===== src/rtl/hs32_elastic_pipe.sv =====
// hs32_elastic_pipe: chain of DEPTH skid-buffer stages with per-stage stall, flush and head taps
module hs32_elastic_pipe #(
    parameter int WIDTH = 32,
    parameter int DEPTH = 3,
    localparam int CW = $clog2(2*DEPTH+1)
) (
    input  logic                   clk,
    input  logic                   reset,
    input  logic                   valid_i,
    output logic                   ready_o,
    input  logic [WIDTH-1:0]       data_i,
    input  logic [DEPTH-1:0]       stall_i,
    input  logic [DEPTH-1:0]       flush_i,
    output logic                   valid_o,
    input  logic                   ready_i,
    output logic [WIDTH-1:0]       data_o,
    output logic [DEPTH-1:0]       stg_vld_o,
    output logic [DEPTH*WIDTH-1:0] stg_data_o,
    output logic [CW-1:0]          count_o
);
    logic [DEPTH-1:0]       head_full, skid_full, rdy, out_vld, in_vld, dn_rdy, in_xfer, out_xfer;
    logic [DEPTH*WIDTH-1:0] head, skid, in_data;

    assign rdy      = ~skid_full;
    assign out_vld  = head_full & ~stall_i & ~flush_i;
    assign in_vld   = (out_vld << 1) | DEPTH'(valid_i);
    assign in_data  = (head << WIDTH) | (DEPTH*WIDTH)'(data_i);
    assign dn_rdy   = (rdy >> 1) | (DEPTH'(ready_i) << (DEPTH-1));
    assign in_xfer  = in_vld & rdy;
    assign out_xfer = out_vld & dn_rdy;

    assign ready_o    = rdy[0] & ~reset;
    assign valid_o    = out_vld[DEPTH-1];
    assign data_o     = head[(DEPTH-1)*WIDTH +: WIDTH];
    assign stg_vld_o  = head_full;
    assign stg_data_o = head;

    // occupancy is the number of set head and skid flags
    always_comb begin
        count_o = '0;
        for (int i = 0; i < DEPTH; i++)
            count_o = count_o + CW'(head_full[i]) + CW'(skid_full[i]);
    end

    // per-stage head/skid update; flush only clears flags, payloads stay stale
    always_ff @(posedge clk) begin
        if (reset) begin
            head_full <= '0;
            skid_full <= '0;
            head      <= '0;
            skid      <= '0;
        end else begin
            for (int i = 0; i < DEPTH; i++) begin
                if (flush_i[i]) begin
                    head_full[i] <= 1'b0;
                    skid_full[i] <= 1'b0;
                end else if (out_xfer[i]) begin
                    if (skid_full[i]) begin
                        head[i*WIDTH +: WIDTH] <= skid[i*WIDTH +: WIDTH];
                        skid_full[i]           <= 1'b0;
                    end else begin
                        head_full[i] <= in_xfer[i];
                        if (in_xfer[i]) head[i*WIDTH +: WIDTH] <= in_data[i*WIDTH +: WIDTH];
                    end
                end else if (in_xfer[i]) begin
                    if (head_full[i]) begin
                        skid[i*WIDTH +: WIDTH] <= in_data[i*WIDTH +: WIDTH];
                        skid_full[i]           <= 1'b1;
                    end else begin
                        head[i*WIDTH +: WIDTH] <= in_data[i*WIDTH +: WIDTH];
                        head_full[i]           <= 1'b1;
                    end
                end
            end
        end
    end
endmodule


===== config.mk =====
export PLATFORM = sky130hd
export DESIGN_NAME = hs32_elastic_pipe
export DESIGN_NICKNAME = d
export VERILOG_FILES = /design/src/rtl/hs32_elastic_pipe.sv
export SDC_FILE = /design/constraint.sdc
export NUM_CORES = 1
export LEC_CHECK = 0
export BUFFER_PORTS_ARGS = -buffer_cell sky130_fd_sc_hd__buf_4
export CAP_MARGIN = 5
export CELL_PAD_IN_SITES_DETAIL_PLACEMENT = 1
export CELL_PAD_IN_SITES_GLOBAL_PLACEMENT = 1
export CORE_MARGIN = 3
export CORE_UTILIZATION = 23
export DETAILED_ROUTE_END_ITERATION = 8
export HOLD_SLACK_MARGIN = 0.12
export PLACE_DENSITY_LB_ADDON = 0.1
export SLEW_MARGIN = 25
export SYNTH_ARGS = -nofsm -noshare
export SYNTH_HDL_FRONTEND = slang
export SYNTH_SLANG_ARGS = --single-unit

===== constraint.sdc =====
create_clock -name clk -period 3.1 [get_ports clk]
set_input_delay 0.31 -clock clk [delete_from_list [all_inputs] [get_ports clk]]
set_output_delay 0.31 -clock clk [all_outputs]
set_load 0.05 [all_outputs]

Word level (Yosys, flattened, before mapping). Index checks and enable logic that the tools add are counted.

Output and inout bits: 136. Bits in registers: 198. Bits of input ports: 42. Word-level logic and storage cells: 89.

Reductions and logical operators: 24. Mux-type cells: 24. Bitwise operators: 18. $add $sub $neg: 5. Equality and inequality tests: 6.

Operators with widths (count): 32-bit 2-to-1 mux (15); 96-bit by 32-bit bitwise OR with 96-bit output (1); 4-bit AND reduction (6); 3-bit AND (4); 2-bit AND reduction (6); 2-bit nonzero test (6); 3-bit by 1-bit adder with 3-bit output (3); 1-bit 2-to-1 mux (9); 3-bit inverter (3); 3-bit OR reduction (3); 1-bit inverter (7); 2-bit by 1-bit != test with 1-bit output (second input constant) (3); 2-bit != test (second input constant) (3); 2-bit OR reduction (3); 2-bit by 1-bit adder with 3-bit output (1); 2-bit by 3-bit bitwise OR with 3-bit output (1); 3-bit by 1-bit bitwise OR with 3-bit output (1); 1-bit by 1-bit adder with 2-bit output (1); 1-bit AND (1).

Longest topological paths before layout.
Depth in word-level cells: 8. Depth in mapped cells: 7. Gate-level depth less buffers: 6.

Worst setup path before layout. OpenSTA, ideal clock, no wires.

Path kind: register -> output. From: register head_full[0], in the netlist stg_vld_o[0]. To: output port count_o[1]. Setup slack: 0.093 ns. Stages on the path, launching flop included: 7. Path buffers: 0. Arrival time: 2.697 ns. Data required time: 2.790 ns. Cell sequence: dfxtp_1 fa_1 inv_1 fa_1 inv_1 ha_1 fa_1.

Longest elaborated chain between the ends: 5.

Ends and longest elaborated chain: start: declaration (line 21) `logic [DEPTH-1:0] head_full, skid_full, rdy, out_vld, in_vld, dn_rdy, in_xfer, out_xfer;`; start signal: indexed assignment (line 62) `head_full[i] <= in_xfer[i];`; 1-bit by 1-bit adder with 2-bit output (line 42) `count_o = count_o + CW'(head_full[i]) + CW'(skid_full[i]);`; 2-bit by 1-bit adder with 3-bit output (line 42); 3-bit by 1-bit adder with 3-bit output (3 in series) (line 42); end: declaration (line 19) `output logic [CW-1:0] count_o`.

No other way between the ends.

Final worst setup path. Same ends and word-level chain as after synthesis.

==> impl_metrics.ini <==
[power_and_ir_drop]
leakage_nw = 3.78
ir_drop_uv = 377
cellPowerDensity_mw_per_mm2 = 494

[die]
coreArea_mm2 = 0.0359
die_w_um = 198
die-height_um = 198
start_util = 0.235
dieArea_mm2 = 0.0390
ioPinCount = 178
num_rows = 69

[global_routing]
antenna_found_initial = 0
gr-total-overflow = 0
grt_pass1_wl_um = 46000
grt_max_degree = 72
grtUsageTotal = 0.151
grt_pass1_vias = 7554

[routing]
wire_per_inst_um = 17.9
drc = 0
viasPerCell = 4.61
drt-initial-drc-count = 327
wl_um = 29600
vias = 7619
dr.pass1.iters = 4
ant_nets = 0

[setup_path]
end_kind = output pin
worstReg2RegEnd = skid[95]
crit_start = stg_vld_o[0]
crit_end = count_o[1]
r2r_cells = 5
path_max_fanout = 2
ff2ff_setup_slack_ns = 0.88
critPathLaunchType = flop
r2r-start = skid_full[2]
cp.arrival_ns = 2.72
crit_required_ns = 2.79
path_class = reg -> out

[clock_tree]
htree_num_levels = 4
cts_tree = yes
clk_latency_ns = 0.44
numCtsBuffers = 17
clk_pin_slew_ns = 0.07
clock_path_buffers = 2
clock_sinks = 198
root_buffer = clkbuf_16

[layout]
nets = 1225
final_cell_mix = nand2_1, buf_4, dfxtp_1
mostFrequentLayoutCell = nand2_1
diodes = 0
area_delta_synth_final_pct = 29.6
drive_gt1_frac = 0.230
fin_util = 0.305
nFillCells = 4302

[yosys]
synth.distinct_cells = 32
avgSynthCellArea_um2 = 8.06
syn-num-nets = 1094
ys_warn_count = 0
ys_ff_latch = 198
synthCells = 1048
seq_area_frac_synth = 0.469
syn_area_mm2 = 0.00844

[status]
status = complete, no violations

[sta]
hold_slack_ns = 0.182
setup-tns-final_ns = 0
max_freq_mhz = 330
finalSetupViolCount = 0
rsz0062_at_grt = true
layout_min_cycle_time_ns = 3.03
final.setup_skew_ns = 0.00807
relSlewSlack = 0.554
worst_pin_slew_ns = 0.670
finalMaxSlewViolations = 0
hold_viol_final = 0
fin_crit_sh = 0.976

[place]
port_buffers = 177
gp_congestion = 0.702
dp_hpwl_um = 19200

[worst_hold_path]
min_path_type = in -> reg

[run]
drv_cap = 0
[registers in the layout (all words and copies together), names as in the netlist]
register,flops
skid_full,3
skid,96
stg_vld_o,3
stg_data_o,96
[metal layers]
layer / wire length (um) / part of all wire / global-route usage / vias up
met5: 0 / 0 / 0 / -
met4: 308 / 0.010 / 0.0393 / 0
met3: 966 / 0.033 / 0.0254 / 17
met2: 12900 / 0.44 / 0.232 / 133
met1: 15400 / 0.52 / 0.219 / 3625
li1: - / - / - / 3844
[layout make-up]
class / count / area [um^2] / area share
inverters: 7 / 26.3 / 0.00240
repair buffers: 239 / 1960 / 0.179
well taps: 461 / 577 / 0.0527
clock buffers: 20 / 447 / 0.0408
multi-input cells: 716 / 3830 / 0.350
clock inverters: 12 / 129 / 0.0118
flip-flops and latches: 198 / 3970 / 0.363
[worst max-delay path, cell delays in order (launching register included)]
cell	delay, ns
dfxtp_2	0.34
fa_1	0.53
inv_1	0.05
fa_1	0.48
inv_1	0.05
ha_2	0.17
fa_1	0.52
buf_6	0.16
[through the flow]
step / power, mW / cells / setup WS (ns) / instance area [um^2]
final: 5.41 / 1653 / 0.0730 / 10900
after CTS: 5.54 / 1653 / 0.0254 / 10900
after global placement: 3.20 / 1585 / 0.365 / 10000
after floorplan: 3.00 / 1048 / 0.0932 / 8440
after global routing: 5.66 / 1653 / -0.0360 / 10900
after detailed placement: 3.21 / 1585 / 0.371 / 10000
[synth_stat cells, drive strengths merged]
master  number  area share
a311oi      96        0.12
nor2       100       0.044
a21oi      100       0.059
fa           3      0.0071
nor3b        3      0.0027
nor4b        3      0.0064
o221a        2      0.0027
nand2b       1     0.00074
buf         69       0.052
nor4bb       2      0.0024
nor4         3      0.0022
nand2      293        0.13
nor3         1     0.00059
nand3       96       0.057
a211oi       3      0.0041
inv          7      0.0031
o21ai        2      0.0012
or2          1     0.00074
and2         1     0.00074
ha           1      0.0015
dfxtp      198        0.47
or4b         3      0.0040
nand4        1     0.00074
and4         1      0.0010
clkbuf      58       0.026
[how the worst min path moves through the flow]
stage / from / endpoint / slack (ns) / depth (start not counted)
detailed placement: skid[53] / skid[53] / 0.45 / 2
CTS: valid_i / stg_vld_o[0] / 0.14 / 3
floorplan: flush_i[1] / stg_vld_o[1] / 0.38 / 1
global route: valid_i / stg_vld_o[0] / 0.15 / 3
finish: valid_i / stg_vld_o[0] / 0.18 / 3
global placement: skid[44] / skid[44] / 0.44 / 2
[timing repair]
item,CTS,global route
setup endpoints to repair,2,1
cloned,0,0
setup buffers,1,0
pin swaps,1,0
endpoints found under the hold margin,38,0
gates resized for setup,5,0
hold buffers,35,0
[cell families after synthesis]
family	synth area share
AO/OA/AOI/OAI	0.188
adder cells (fa/ha/maj)	0.00859
buffers and inverters	0.0806
flip-flops	0.469
AND/OR/NAND/NOR	0.254
[report_power, final]
group          internal [mW]  leakage [nW]  switching, mW
Clock                   1.21         0.264           1.03
Sequential              2.59          1.60         0.0662
Combinational          0.187          1.91          0.332
Total                   3.98          3.78           1.43
No activity file was read; power rests on OpenSTA's default activity.
